===== src/rtl/note_recorder_pkg.sv =====
// note_recorder_pkg: note codes, pitch indices and recorder states shared by the recorder and the player
package note_recorder_pkg;
   localparam int SLOT_W = 6;
   localparam logic [SLOT_W-1:0] NOTE_REST = 6'b000000;
   localparam int NOTE_VALID_BIT = 3;
   localparam int OCTAVE_LO_BIT = 4;
   localparam logic [2:0] DO = 3'd0;
   localparam logic [2:0] RE = 3'd1;
   localparam logic [2:0] MI = 3'd2;
   localparam logic [2:0] FA = 3'd3;
   localparam logic [2:0] SOL = 3'd4;
   localparam logic [2:0] LA = 3'd5;
   localparam logic [2:0] SI = 3'd6;
   typedef enum logic [1:0] {IDLE, ARM, REC, DONE} rec_state_t;
   // Lowest key index wins; no key pressed gives a rest.
   function automatic logic [SLOT_W-1:0] note_code(input logic [6:0] keys, input logic lo);
      note_code = NOTE_REST;
      for (int i = int'(SI); i >= int'(DO); i--)
         if (keys[i]) begin
            note_code = NOTE_REST;
            note_code[NOTE_VALID_BIT] = 1'b1;
            note_code[OCTAVE_LO_BIT] = lo;
            note_code[2:0] = 3'(i);
         end
   endfunction
endpackage


===== src/rtl/note_recorder_key_debounce.sv =====
// key_debounce: 2-FF synchroniser plus stability counter; output follows input after DEBOUNCE_CYCLES steady cycles
module key_debounce #(
   parameter int W = 8,
   parameter int DEBOUNCE_CYCLES = 2_000_000
) (
   input  logic         clk,
   input  logic         rst_n,
   input  logic [W-1:0] raw,
   output logic [W-1:0] stable
);
   localparam int CW = $clog2(DEBOUNCE_CYCLES + 1);
   logic [W-1:0] s1, s2, cand;
   logic [CW-1:0] cnt;
   always_ff @(posedge clk) begin
      if (!rst_n) begin
         s1 <= '0;
         s2 <= '0;
         cand <= '0;
         cnt <= '0;
         stable <= '0;
      end else begin
         s1 <= raw;
         s2 <= s1;
         cand <= s2;
         if (s2 != cand || s2 == stable) cnt <= '0;
         else if (cnt == CW'(DEBOUNCE_CYCLES - 1)) begin
            stable <= s2;
            cnt <= '0;
         end else cnt <= cnt + 1'b1;
      end
   end
endmodule


===== src/rtl/note_recorder.sv =====
// note_recorder: quantises live key presses into sixteenth-note slots of a packed melody bus
module note_recorder
   import note_recorder_pkg::*;
#(
   parameter int TICK_CYCLES = 12_500_000,
   parameter int DEBOUNCE_CYCLES = 2_000_000,
   parameter int DEPTH = 64,
   parameter int ADDR_W = 6
) (
   input  logic                      clk,
   input  logic                      rst_n,
   input  logic [6:0]                key,
   input  logic                      octave_lo,
   input  logic                      rec_en,
   output logic [DEPTH*SLOT_W-1:0]   melody,
   output logic [ADDR_W:0]           length,
   output logic                      recording,
   output logic                      full,
   output logic                      done
);
   localparam int TW = $clog2(TICK_CYCLES + 1);
   localparam logic [ADDR_W:0] FULL_LEN = (ADDR_W + 1)'(DEPTH);
   rec_state_t state, state_n;
   logic [7:0] db;
   logic [SLOT_W-1:0] code;
   logic r1, rec_s, rec_q, rise, fall;
   logic [TW-1:0] tick_cnt;
   logic [ADDR_W:0] last_len, last_len_n, new_len, len_n;
   logic tc, wr, clear;

   key_debounce #(.W(8), .DEBOUNCE_CYCLES(DEBOUNCE_CYCLES)) u_db (
      .clk(clk), .rst_n(rst_n), .raw({key, octave_lo}), .stable(db)
   );

   assign code = note_code(db[7:1], db[0]);
   assign rise = rec_s & ~rec_q;
   assign fall = ~rec_s & rec_q;
   assign recording = state == ARM || state == REC;

   always_comb begin
      tc = tick_cnt == TW'(TICK_CYCLES - 1);
      wr = state == REC && tc;
      new_len = length + 1'b1;
      last_len_n = (wr && code != NOTE_REST) ? new_len : last_len;
      // A stop on the terminal tick still keeps that slot before trimming.
      len_n = fall ? last_len_n : wr ? new_len : length;
      clear = rise && (state == IDLE || state == DONE);
      state_n = state;
      case (state)
         IDLE, DONE: if (rise) state_n = ARM;
         ARM: state_n = fall ? DONE : code != NOTE_REST ? REC : ARM;
         REC: if (fall || len_n == FULL_LEN) state_n = DONE;
         default: state_n = IDLE;
      endcase
   end

   always_ff @(posedge clk) begin
      if (!rst_n) state <= IDLE;
      else state <= state_n;
   end

   always_ff @(posedge clk) begin
      if (!rst_n) begin
         r1 <= 1'b0;
         rec_s <= 1'b0;
         rec_q <= 1'b0;
         done <= 1'b0;
         tick_cnt <= '0;
         melody <= '0;
         length <= '0;
         full <= 1'b0;
         last_len <= '0;
      end else begin
         r1 <= rec_en;
         rec_s <= r1;
         rec_q <= rec_s;
         done <= state_n == DONE && state != DONE;
         tick_cnt <= (state == REC && !tc) ? tick_cnt + 1'b1 : '0;
         if (clear) begin
            melody <= '0;
            length <= '0;
            full <= 1'b0;
            last_len <= '0;
         end else if (state == REC) begin
            for (int i = 0; i < DEPTH; i++)
               if (wr && length[ADDR_W-1:0] == ADDR_W'(i)) melody[i*SLOT_W +: SLOT_W] <= code;
            length <= len_n;
            full <= len_n == FULL_LEN;
            last_len <= last_len_n;
         end
      end
   end
endmodule


===== config.mk =====
export PLATFORM = sky130hd
export DESIGN_NAME = note_recorder
export DESIGN_NICKNAME = d
export VERILOG_FILES = /design/src/rtl/note_recorder_pkg.sv /design/src/rtl/note_recorder_key_debounce.sv /design/src/rtl/note_recorder.sv
export SDC_FILE = /design/constraint.sdc
export NUM_CORES = 1
export LEC_CHECK = 0
export ABC_CLOCK_PERIOD_IN_PS = 3300
export CORE_MARGIN = 2
export CORE_UTILIZATION = 49
export CTS_CLUSTER_DIAMETER = 120
export CTS_CLUSTER_SIZE = 10
export DETAILED_ROUTE_END_ITERATION = 10
export MAX_ROUTING_LAYER = met4
export PLACE_DENSITY = 0.91
export SKIP_LAST_GASP = 1
export SYNTH_ARGS = -nofsm -noshare
export SYNTH_HDL_FRONTEND = slang
export SYNTH_SLANG_ARGS = --single-unit

===== constraint.sdc =====
create_clock -name clk -period 3.3 [get_ports clk]
set_input_delay 0.66 -clock clk [delete_from_list [all_inputs] [get_ports clk]]
set_output_delay 0.66 -clock clk [all_outputs]
set_load 0.05 [all_outputs]

After elaboration in Yosys (flattened, before gate mapping)
Index checks and enable logic that the tools add are counted.
{"block": "totals", "ff_bits": 482, "wordCells": 321}
{"block": "op_classes", "add_sub_neg": 3, "mux": 15, "bitwise": 6, "reduce_logical": 146, "eq_ne": 73}
{"operator": "$eq A6 B6 Y1 const B", "n": 32}
{"operator": "$reduce_and A2 Y1", "n": 66}
{"operator": "$eq A6 B5 Y1 const B", "n": 16}
{"operator": "$logic_and A1 B1 Y1", "n": 69}
{"operator": "$eq A6 B4 Y1 const B", "n": 8}
{"operator": "$mux W6", "n": 6}
{"operator": "$add A24 B1 Y24 const B", "n": 1}
{"operator": "$eq A24 B24 Y1 const B", "n": 1}
{"operator": "$eq A6 B3 Y1 const B", "n": 4}
{"operator": "$add A21 B1 Y21 const B", "n": 1}
{"operator": "$eq A21 B21 Y1 const B", "n": 1}
{"operator": "$mux W7", "n": 3}
{"operator": "$eq A6 B2 Y1 const B", "n": 2}
{"operator": "$eq A8 B8 Y1", "n": 1}
{"operator": "$mux W2", "n": 4}
{"operator": "$ne A8 B8 Y1", "n": 1}
{"operator": "$add A7 B1 Y7 const B", "n": 1}
{"operator": "$eq A7 B7 Y1 const B", "n": 1}
{"operator": "$eq A2 B2 Y1 const B", "n": 3}
{"operator": "$eq A6 B1 Y1 const B", "n": 1}
{"operator": "$logic_not A6 Y1", "n": 1}
{"operator": "$pmux W2 S3", "n": 1}
{"operator": "$reduce_bool A6 Y1", "n": 1}
{"operator": "$mux W5", "n": 1}
{"operator": "other kinds (9)", "n": 17}

Longest topological paths before layout
Gate-level depths: netlist (run 1).
{"block": "logic_depth", "depth_word": 17, "mapped_depth": 11, "depth_no_buf": 9}

Cells and area by module
A second synthesis (run 1) with hierarchy kept.
{"block": "unflattened", "cells_unflattened": 2016, "hier_area_um2": 16532.1}
{"module": "note_recorder", "area_per_inst_um2": 14453.9, "seq_area_each_um2": 7307.0, "instances": 1, "cells_each": 1804}
{"module": "key_debounce", "area_per_inst_um2": 2078.2, "seq_area_each_um2": 1061.0, "instances": 1, "cells_each": 212}

Worst setup path after synthesis (run 1)
OpenSTA, ideal clock, no wires.
{"block": "synth_timing", "path_type": "register to register", "startpoint": "reg tick_cnt[7]", "endpoint": "reg state[0]", "setup_slack_ps": 478, "required_time_ps": 3204, "stages_incl_launch_ff": 9, "t_arrival_ps": 2726, "synth_period_minus_slack_ps": 2822, "cell_sequence": "dfxtp_1 or4b_1 or4_1 buf_6 or4b_4 o22a_1 a22oi_2 nand4_2 o41ai_2"}
{"block": "synth_between", "elab_chain_cells": 9}
{"element": "start, declared", "line": "note_recorder.sv:27", "rtl": "logic [TW-1:0] tick_cnt;"}
{"element": "start signal, assigned", "line": "note_recorder.sv:78", "rtl": "tick_cnt <= (state == REC && !tc) ? tick_cnt + 1'b1 : '0;"}
{"element": "$eq A24 B24 Y1 *", "line": "note_recorder.sv:41", "rtl": "tc = tick_cnt == TW'(TICK_CYCLES - 1);"}
{"element": "$logic_and A1 B1 Y1 *", "line": "note_recorder.sv:42", "rtl": "wr = state == REC && tc;"}
{"element": "$logic_and A1 B1 Y1", "line": "note_recorder.sv:44", "rtl": "last_len_n = (wr && code != NOTE_REST) ? new_len : last_len;"}
{"element": "$mux W7", "line": "note_recorder.sv:44"}
{"element": "$mux W7 *", "line": "note_recorder.sv:46", "rtl": "len_n = fall ? last_len_n : wr ? new_len : length;"}
{"element": "$eq A7 B7 Y1 *", "line": "note_recorder.sv:52", "rtl": "REC: if (fall || len_n == FULL_LEN) state_n = DONE;"}
{"element": "$logic_or A1 B1 Y1 *", "line": "note_recorder.sv:52"}
{"element": "$mux W2 *", "line": "note_recorder.sv:52"}
{"element": "$pmux W2 S3 *", "line": "note_recorder.sv:49", "rtl": "case (state)"}
{"element": "end signal, assigned", "line": "note_recorder.sv:59", "rtl": "else state <= state_n;"}
{"element": "end, declared", "line": "note_recorder.sv:23", "rtl": "rec_state_t state, state_n;"}
Mark *: on every way between the ends. The rest lies on a longest branch, timed or not.
A chain may end at the register's enable or synchronous reset.

Worst setup path after layout (run 1)
Same ends and word-level chain as after synthesis.

==> results by stage, run 1 <==
Die:
- The initial standard-cell utilization of the core is 50.0%.
- In this run the vertical extent of the chip is 187 um.
- The die is 187 um wide.
- After floorplanning, the core was sized to cover 0.0327 sq mm.
- The die covers ~0.035 sq mm.
- The initialized floorplan defines 66 standard-cell rows.
- The I/O pin count is between 400 and 500.

Critical path:
- The element type at the critical path start is a register.
- In this run the worst path has a maximum fanout of 7.
- In this design, the stage delay of the slowest critical-path cell is roughly 720 ps.
- Data arrives at the worst endpoint at 3560 ps.
- The type of the worst setup path is reg -> reg.
- For this design, the slowest cell found on the critical path is sky130_fd_sc_hd__or4_1.
- The nature of the critical path endpoint is a register.
- The required time of the critical path is between 3000 and 4000 ps.
- The signal on the critical path passes through or4b_1 -> or4_1 -> or4b_4 -> o22a_1 -> a22oi_2 -> nand4_2 -> o41ai_2.

Global routing:
- The number of global-route vias before repair is around 16000.
- For this run the aggregate overflow at the end of global routing stands at 0.
- In the global route stage, overall resource usage came out at 32.1%.
- The number of antenna violations at the first check in global routing is 0.
- Entering global routing, the biggest net connects 184 pins.
- The wire length of the first global-routing pass is 86.1 mm.

Power:
- The analysis attributes to cell leakage a power of roughly 7.0 nW.
- Power spread over the standard cell area amounts to between 400 and 500 mW/mm^2.
- The worst-case IR drop observed on VDD is between 0.0003 and 0.0004 V.

Yosys:
- The number of synthesized flops with an enable pin is 0.
- Synthesis inferred ~420 register bits.
- For this run, asynchronously set or reset flops after synthesis account for 0%.
- During synthesis, Yosys emitted a total of 0 warnings.
- In this run the biggest area consumer among cell types represents 51.2% of the synthesized area.
- The portion of the post-synthesis area used by sequential elements is about half.
- After technology mapping, the gate count stands at around 2100.
- For this run, the leading register cell type out of synthesis is sky130_fd_sc_hd__dfxtp_1.
- The area of the mapped netlist is 0.0164 sq mm.
- A synthesized cell averages 7.78 sq um.
- The number of distinct library cells after synthesis is 52.
- After synthesis, the cell types taking the most area are sky130_fd_sc_hd__dfxtp_1 (51%), sky130_fd_sc_hd__nand2_1 (17%), sky130_fd_sc_hd__a21oi_1 (10%), sky130_fd_sc_hd__nor2_1 (3.5%), sky130_fd_sc_hd__buf_4 (2.9%).
- Summed over all instances, the cell type with the most area after synthesis is sky130_fd_sc_hd__dfxtp_1.

Clock network:
- The later pin in the worst-skew pair is clocked with a latency of ~560 ps.
- The number of instances resized during post-cts repair is 0.
- The cts-stage hold buffer count is 0.
- The clock sink count is 418.
- Clock-pin slew was measured on the worst setup and hold paths at 60 ps.
- The TritonCTS clock tree is yes.
- The root buffer cell chosen for the clock tree is sky130_fd_sc_hd__clkbuf_16.
- Clock tree synthesis inserted a total of 47 buffers.
- The buffers inserted during post-CTS setup optimization is 0.
- The maximum clock insertion buffer count is 3.
- The number of levels in the clock H-tree is 2.

STA:
- The final hold violation count is 0.
- The clock arrives with between 15 and 20 ps of skew.
- The final setup violation count is 0.
- The max-slew violation count is 0.
- The maximum clock frequency is 321 MHz.
- In the final timing run, aggregate negative setup slack is 0 ps.
- At the pin with the least slew margin, the transition time is between 900 and 1000 ps.
- Setup repair after global routing left no endpoint under its margin.
- The clock period could shrink to between 3000 and 4000 ps.
- The ratio of final minimum period to clock period is 94.5%.
- The worst pin sits at a relative slew slack of 33.9%.

Min path:
- The path class of the tightest hold or removal check is reg -> reg.

Finish:
- The fraction of final layout cells sized beyond drive strength 1 is 4.18%.
- The post-layout utilization of the core is 64.9%.
- The count of non-filler cells in the finished layout is around 2900.
- In the final design database the tool counted 2435 nets.
- 0 antenna diodes ended up in the layout.
- The most common cell after layout, fill and taps aside is sky130_fd_sc_hd__nand2_1.
- The synthesis-to-finish area growth is 29.9%.
- The top cell types in the final layout, fill and taps aside, are sky130_fd_sc_hd__nand2_1 (755), sky130_fd_sc_hd__dfxtp_1 (418), sky130_fd_sc_hd__clkdlybuf4s50_1 (340).

Placed design:
- Input and output buffers added on the ports amount to 340.
- Routability-driven placement finished with a final weighted congestion of 0.933.
- The placed cell count is 2808.
- The HPWL after detailed placement is about 38 mm.

Routing:
- For this run, design rule violations remaining after detail routing come to 0.
- The first routing iteration left 1311 violations.
- The via count normalized by instance count is 5.59.
- The overall via count from detail_route is 16000.
- The wire length reported by the detailed router is 57.0 mm.
- After detailed routing, the average wire length per cell comes to roughly 20 um.
- The number of routed nets with antenna violations is 0.
- The first detailed-routing pass took 6 iterations.

Job:
- Across the run, the number of max-cap violations was 0.

Run status:
- The run finished with clean final reports.
[cells by family (layout without fill, tap and decap cells)]
logic type                 Yosys count  after routing  synth area share (%)
AOI/OAI and AO/OA                  362            362                  11.6
xor gates and xnor gates            62             62                  3.32
adders and majority gates            9              9                 0.689
buffers and inverters              182            435                  5.69
DFF                                418            418                  51.2
muxes                               12             12                 0.735
other                                1             64                0.0229
and+or+nand+nor                   1055           1055                  26.7
[final timing paths]
kind	from	slack (ps)	endpoint	depth (start not counted)
hold reg to reg	u_db.s1[7]$_SDFF_PN0_	430	u_db.s2[7]$_SDFF_PN0_	1
setup / recovery	tick_cnt[7]$_SDFF_PN0_	180	state[0]$_SDFF_PN0_	7
hold / removal	u_db.s1[7]$_SDFF_PN0_	430	u_db.s2[7]$_SDFF_PN0_	1
setup reg to reg	tick_cnt[7]$_SDFF_PN0_	180	state[0]$_SDFF_PN0_	7
[per-stage QoR]
stage	setup slack [ps]	power [mW]	area (sq um)	hold slack [ps]
after CTS	204	10.3	21200	437
after global routing	91.6	10.6	21200	444
after global placement	272	5.89	20000	420
final	182	10.3	21200	434
after detailed placement	233	5.91	20000	424
after floorplan	478	5.80	16600	412
[registers in the layout, summed over array words and instances (netlist names), 2 cells and up]
signal	cells
state	2
u_db.stable	8
u_db.s2	8
u_db.cnt	21
u_db.s1	8
length	7
last_len	7
u_db.cand	8
melody	320
tick_cnt	24
[layout make-up]
cell class	count	area, sq um
clock buffers	48	1190
multi-input cells	1564	7330
inverters	12	45.0
fillers	2599	11500
clock inverters	3	52.6
well taps	442	553
repair buffers	372	3690
flip-flops and latches	418	8370
[worst max-delay path: cells and delay by family (launching register included)]
family / cells / cell delay (ps)
AO/OA/AOI/OAI: 3 / 670
AND/OR/NAND/NOR: 4 / 1980
flip-flops: 1 / 350
[per-layer routing]
layer / part of all wire [%] / GRT usage (%) / vias to the layer above
met5: 0 / - / -
met4: 5.6 / 17.2 / 0
met3: 11 / 9.18 / 207
met2: 45 / 50.9 / 897
met1: 38 / 36.8 / 7586
li1: - / - / 7287
[where the power goes]
group | internal (mW) | total, mW | leakage (nW) | switching [mW]
combinational | 0.148 | 0.683 | 2.98 | 0.535
sequential | 5.08 | 5.13 | 3.37 | 0.0474
clock | 2.54 | 4.50 | 0.610 | 1.96
total | 7.78 | 10.3 | 6.96 | 2.54
[cells in the mapped netlist, types with 4 or more instances]
cell,count
sky130_fd_sc_hd__and3_1,11
sky130_fd_sc_hd__nor2b_1,7
sky130_fd_sc_hd__nand3_1,24
sky130_fd_sc_hd__inv_1,10
sky130_fd_sc_hd__nand4_1,15
sky130_fd_sc_hd__dfxtp_1,418
sky130_fd_sc_hd__xnor2_1,30
sky130_fd_sc_hd__nand2_1,757
sky130_fd_sc_hd__nand3b_1,5
sky130_fd_sc_hd__nand2b_1,4
sky130_fd_sc_hd__nor4_1,6
sky130_fd_sc_hd__nor2_1,151
sky130_fd_sc_hd__nor3_1,8
sky130_fd_sc_hd__buf_4,64
sky130_fd_sc_hd__clkbuf_1,104
sky130_fd_sc_hd__o211ai_1,4
sky130_fd_sc_hd__or4_1,4
sky130_fd_sc_hd__a21oi_1,329
sky130_fd_sc_hd__ha_1,9
sky130_fd_sc_hd__mux2i_1,12
sky130_fd_sc_hd__o21ai_0,5
sky130_fd_sc_hd__and2_1,42
sky130_fd_sc_hd__xor2_1,32
sky130_fd_sc_hd__a211oi_1,11
Note: power is estimated with default switching activity, not from simulation.
==> inputs of run 2 (changes only) <==
--- a/config.mk
+++ b/config.mk
@@ -5,14 +5,13 @@
 export SDC_FILE = /design/constraint.sdc
 export NUM_CORES = 1
 export LEC_CHECK = 0
-export ABC_CLOCK_PERIOD_IN_PS = 3300
-export CORE_MARGIN = 2
-export CORE_UTILIZATION = 49
+export ABC_CLOCK_PERIOD_IN_PS = 3620
+export CORE_UTILIZATION = 50
 export CTS_CLUSTER_DIAMETER = 120
 export CTS_CLUSTER_SIZE = 10
 export DETAILED_ROUTE_END_ITERATION = 10
 export MAX_ROUTING_LAYER = met4
-export PLACE_DENSITY = 0.91
+export PLACE_DENSITY = 0.92
 export SKIP_LAST_GASP = 1
 export SYNTH_ARGS = -nofsm -noshare
 export SYNTH_HDL_FRONTEND = slang
==> constraint.sdc (replaced) <==
create_clock -name clk -period 3.62 [get_ports clk]
set_input_delay 0.724 -clock clk [delete_from_list [all_inputs] [get_ports clk]]
set_output_delay 0.724 -clock clk [all_outputs]
set_load 0.05 [all_outputs]
==> results by stage, run 2 (synthesis results as in run 1) <==
Finish:
- After filler insertion, the fill cell instance count of the layout stands at 2467.
- melody holds more flip-flops than any other register.
- Leaving out fill and tap cells, the most frequent cell in the layout is sky130_fd_sc_hd__nand2_1.
- The synthesis-to-finish area growth is 29.3%.
- After the flow finishes, the layout carries non-filler instances totaling 2842.
- The number of antenna cells inserted is 0.
- Measured on the finished design, the core utilization comes to between 60% and 70%.
- The fraction of final layout cells sized beyond drive strength 1 is 3.78%.
- The register with the most flip-flops in the layout has 320 of them.
- For this run, the post-layout net count is around 2400.
- Leaving out fill and tap cells, the most frequent cells in the layout are sky130_fd_sc_hd__nand2_1 (755), sky130_fd_sc_hd__dfxtp_1 (418), sky130_fd_sc_hd__clkdlybuf4s50_1 (340).
- The largest registers in the layout are melody x320, tick_cnt x24, u_db.cnt x21.

Critical path:
- The setup slack on the worst flop-to-flop path is 390 ps.
- The critical path is of the reg -> reg type.
- STA puts the critical path data required time at just over 4000 ps.
- Of all nets on the critical path, the largest fanout is 16.
- The nature of the critical path endpoint is a register.
- The startpoint identified for the worst register-to-register timing path is state[0]$_SDFF_PN0_.
- The combined buffer and inverter count along the critical path is 1.
- The gate family responsible for the most delay along the worst path is simple AND/OR/NAND/NOR gates.
- The element type at the critical path start is a register.
- The master of the slowest instance on the critical path is sky130_fd_sc_hd__or4_1.
- Traced cell by cell, the critical path runs through inv_1 -> ha_1 -> and4_1 -> nand4_1 -> or4_1 -> nor2_1 -> nand2_1 -> a21oi_1.
- The stage delay of the slowest cell on the critical path is 920 ps.
- STA puts the critical path data arrival time at around 3700 ps.
- Counting cells, the worst reg-to-reg path comes to 8.
- The endpoint identified for the worst register-to-register timing path is melody[21]$_SDFFE_PP0P_.

STA:
- The time the final worst path needs with I/O delays and setup is 3230 ps.
- The final setup violation count is 0.
- The setup skew after layout is 21.8 ps.
- Headroom to the max-slew limit came out at slightly above 30%.
- The tightest hold path in the finished design has a slack of 432 ps.
- The max-slew violation count came to 0.
- After layout, the worst path uses 89.2% of the clock period.
- Setup slack on the critical path of the routed design comes to roughly 390 ps.
- Setup total negative slack on the finished layout was measured at 0 ps.
- The maximum clock frequency is ~310 MHz.
- Setup repair after global routing left no endpoint under its margin.
- The slew at the pin with the worst max-slew slack is 1050 ps.
- The final hold violation count is 0.

Routing:
- After detailed routing, the number of remaining DRC violations is 0.
- Summed over all layers, the routed wires come to 56.3 mm.
- The first-pass iteration count of the detailed router is 6.
- The detail-routed net length per standard cell is between 15 and 20 um.
- The count of nets left with antenna violations once routing finished came out at 0.
- The routed layout has 16000 vias.
- In this run, the number of DRC markers left after iteration 0 of detailed routing was 1578.
- The via count normalized by instance count is 5.64.

Global routing:
- The global-route usage over all layers is between 30% and 40%.
- The largest net degree at the start of global routing is roughly 150.
- The number of global-route vias before repair is 15700.
- The sum of overflow across all layers after global routing is 0.
- The number of antenna violations at the first check in global routing is 0.
- The wire length of the first global-routing pass is between 80 and 90 mm.

Run status:
- The flow ran to the end, and the final reports show no timing, DRC or antenna violations.

Clock network:
- After clock tree synthesis, the setup repair step added 0 buffers.
- The cts-stage hold buffer count is 0.
- The clock passes through at most 3 buffers.
- The H-tree was split into 2 levels.
- Clock-pin slew was measured on the worst setup and hold paths at 60 ps.
- The number of instances resized during post-cts repair is 0.
- The tree built by TritonCTS fans out to 418 sinks.
- At the later pin of the worst-skew pair, clock insertion delay measures around 560 ps.
- TritonCTS built the clock tree.
- The number of clock buffers added by TritonCTS is 47.
- The tree is rooted in a sky130_fd_sc_hd__clkbuf_16.

Die:
- The die width is 183 um.
- The placement row count is 65.
- The initial standard-cell utilization of the core is 51.3%.
- The I/O pin count is between 400 and 500.
- The die covers roughly 0.033 sq mm.
- The vertical extent of the die is roughly 180 um.
- The core footprint is between 0.03 and 0.04 sq mm.

Power:
- The cell leakage power is 6.91 nW.
- Across the VDD grid, the largest voltage drop is roughly 0.00036 V.
- The cell area power density is 443 mW/mm^2.

Min path:
- The path class of the tightest hold or removal check is reg -> reg.
- The launch instance of the worst min-delay path is u_db.s1[6]$_SDFF_PN0_.
- The depth of the worst hold-timing path is 1.
- The worst-case hold path end point is u_db.s2[6]$_SDFF_PN0_.

Placed design:
- Once placement completed, the tool counted placed cells totaling 2791.
- The HPWL after detailed placement is around 38 mm.
- During placement, the flow inserted port buffers numbering between 300 and 400.
- At the end of routability-driven placement, the weighted congestion stood at 0.928.
- The worst slack at placement is 556 ps.

Job:
- Across the run, the number of max-cap violations was 0.
==> run 2: area by class of cell <==
cell class                      count  area, sq um  area share, %
Sequential cell                   418         8370           39.6
Multi-Input combinational cell   1564         7330           34.7
Timing Repair Buffer              362         3620           17.1
Clock buffer                       49         1210           5.74
Tap cell                          435          544           2.57
Inverter                           12         45.0          0.213
Clock inverter                      2         25.0          0.118
==> run 2: how the worst max path moves through the flow <==
stage	start	end	slack, ps	cells after the start
after floorplan	tick_cnt[7]$_SDFF_PN0_	state[0]$_SDFF_PN0_	800	8
after global placement	tick_cnt[7]$_SDFF_PN0_	state[0]$_SDFF_PN0_	630	7
after detailed placement	tick_cnt[16]$_SDFF_PN0_	state[0]$_SDFF_PN0_	560	7
after CTS	state[0]$_SDFF_PN0_	melody[62]$_SDFFE_PP0P_	490	8
after global routing	state[0]$_SDFF_PN0_	melody[261]$_SDFFE_PP0P_	260	10
final	state[0]$_SDFF_PN0_	melody[21]$_SDFFE_PP0P_	390	8
==> run 2: layer usage <==
metal	GRT usage, %	share of wire (%)	up-vias
met4	17.3	5.2	0
met2	54.4	46	1055
met5	-	0	-
met1	39.6	37	7489
li1	-	-	7275
met3	7.43	11	212
==> run 2: where the power goes <==
group	switching, mW	total, mW	internal [mW]
logic	0.480	0.598	0.118
registers	0.0416	4.68	4.63
clock network	1.75	4.10	2.35
==> run 2: per-stage QoR <==
| stage | power, mW | instance area (sq um) |
|---|---|---|
| after global routing | 9.64 | 21200 |
| after CTS | 9.40 | 21200 |
| after floorplan | 5.29 | 16600 |
| after global placement | 5.34 | 19900 |
| final | 9.37 | 21200 |
| after detailed placement | 5.36 | 19900 |
==> RTL edit: new RTL, settings of run 1 <==
Re-encode `rec_state_t` (4 states) as one-hot, 4 bits wide.
--- a/src/rtl/note_recorder_pkg.sv
+++ b/src/rtl/note_recorder_pkg.sv
@@ -11,7 +11,7 @@
    localparam logic [2:0] SOL = 3'd4;
    localparam logic [2:0] LA = 3'd5;
    localparam logic [2:0] SI = 3'd6;
-   typedef enum logic [1:0] {IDLE, ARM, REC, DONE} rec_state_t;
+   typedef enum logic [3:0] {IDLE = 4'b0001, ARM = 4'b0010, REC = 4'b0100, DONE = 4'b1000} rec_state_t;
    // Lowest key index wins; no key pressed gives a rest.
    function automatic logic [SLOT_W-1:0] note_code(input logic [6:0] keys, input logic lo);
       note_code = NOTE_REST;
Behaviour: no difference found for any inputs over 4 cycles, from zero or initial values and one cycle with rst_n low; so few cycles prove little.
==> RTL edit against run 1 <==
  * Worst setup slack lost 0.077 ns
  * Sequential share of layout area shrank 0.48 points
  * Area after synthesis grew 1.7%
  * Final area grew 1.7%
  * Critical path depth shrank 3
  * Total power shrank 3.1%
  * Count of clock-buffer cells in the layout grew 1
  * Sequential cell count grew 2
  * Wire length shrank 0.10%
  * Critical path type is now register to primary output
  * Largest power group unchanged
==> RTL edit: results <==
INSERT INTO impl_metrics (metric_group, metric, value, unit) VALUES
('synth', 'synth_area_leaders', 'sky130_fd_sc_hd__dfxtp_1, sky130_fd_sc_hd__nand2_1, sky130_fd_sc_hd__a21oi_1', ''),
('synth', 'synth-compound-area-share', '12.00', '%'),
('route', 'detailedRoute.firstIterationViolations', '1474', ''),
('critical_path', 'cpMaxStageDelayCell', 'sky130_fd_sc_hd__dlygate4sd2_1', ''),
('global_routing', 'grt_max_degree', '138', ''),
('route', 'detailedRoute.firstPassIterationCount', '8', ''),
('finish', 'non_filler_instance_count_after_layout', '2891', ''),
('synth', 'yosys.area_share.adder', '0.4515', '%'),
('route', 'total_wire_length', '56930', 'µm'),
('critical_path', 'cp_top_family', 'buffers and inverters', ''),
('route', 'total_met3_wirelength_after_detailed_routing', '5355', 'µm'),
('synth', 'avgSynthCellArea', '7.839', 'µm²'),
('synth', 'ys_seq_area_share', '50.57', '%'),
('critical_path', 'timing.critical_path.arrival', '2.53', 'ns'),
('run_status', 'run_status', 'finished clean', ''),
('synth', 'yosys.area_share.xor_xnor', '3.055', '%'),
('global_routing', 'grtUsageTotal', '31.86', '%'),
('global_routing', 'first_global_vias', '15650', ''),
('finish', 'nets', '2459', ''),
('critical_path', 'worst_path_largest_cell_delay', '0.59', 'ns');
[RTL edit: cell types whose count changed after synthesis, moves of 5 or more]
cell | before | now
sky130_fd_sc_hd__clkbuf_1 | 104 | 97
sky130_fd_sc_hd__nor2_1 | 151 | 125
sky130_fd_sc_hd__a211oi_1 | 11 | 4
sky130_fd_sc_hd__nor4_1 | 6 | 11
sky130_fd_sc_hd__nor3_1 | 8 | 13
sky130_fd_sc_hd__nor2_8 | 0 | 10
sky130_fd_sc_hd__o21ai_0 | 5 | 13
sky130_fd_sc_hd__nor2b_1 | 7 | 15
sky130_fd_sc_hd__a21oi_1 | 329 | 343
[RTL edit: stage by stage]
step | TNS, ns | utilization, % | setup slack, ns | total power, mW
finish | 0 | 64.58 | 0.1053 | 9.990
global route | -0.006543 | 64.58 | -0.003972 | 10.23
CTS | 0 | 64.52 | 0.06285 | 10.02
detailed placement | 0 | 60.79 | 0.09485 | 5.553
global placement | 0 | 60.79 | 0.2161 | 5.547
floorplan | 0 | - | 0.4208 | 5.561
[RTL edit: metal layers]
layer,vias up,global-route usage [%]
met1,7513,37.51
met2,934,51.39
met4,0,17.29
met3,215,6.333
li1,7405,-
met5,-,-
[RTL edit: worst paths after layout]
check / start / endpoint / slack [ns] / cells past startpoint
worst max-delay path: state[2] / recording / 0.11 / 4
worst min-delay path: u_db.s1[0] / u_db.s2[0] / 0.44 / 1
worst max register to register: state[2] / melody[92] / 0.12 / 8
worst min register to register: u_db.s1[0] / u_db.s2[0] / 0.44 / 1
[RTL edit: area by class of cell]
type                            count  area share (%)
Clock inverter                      1         0.09268
Timing Repair Buffer              378           17.48
Sequential cell                   420           38.93
Clock buffer                       49           5.677
Inverter                           10          0.1738
Multi-Input combinational cell   1585           35.06
Tap cell                          448           2.595
[RTL edit: kinds of logic (layout without fill, tap and decap cells)]
| logic type | after synthesis | count (layout) |
|---|---|---|
| and+or+nand+nor | 1065 | 1065 |
| DFF | 420 | 420 |
| AOI/OAI and AO/OA | 382 | 382 |
| buffers and inverters | 179 | 438 |
| xor gates and xnor gates | 58 | 58 |
| muxes | 10 | 10 |
| adders and majority gates | 6 | 6 |
| other | 1 | 64 |
[RTL edit: power by group]
part	internal (mW)	switching, mW	leakage, nW
logic	0.0545	0.289	3.29
clock network	2.60	1.94	0.614
registers	5.09	0.0167	3.39
total	7.75	2.24	7.29
[RTL edit: repair_timing]
| item | in CTS | in global routing |
|---|---|---|
| hold endpoints to repair | 0 | 0 |
| hold buffers | 0 | 0 |
| endpoints found under the setup margin | 1 | 31 |
| gates resized for setup | 1 | 7 |
| cloned | 0 | 0 |
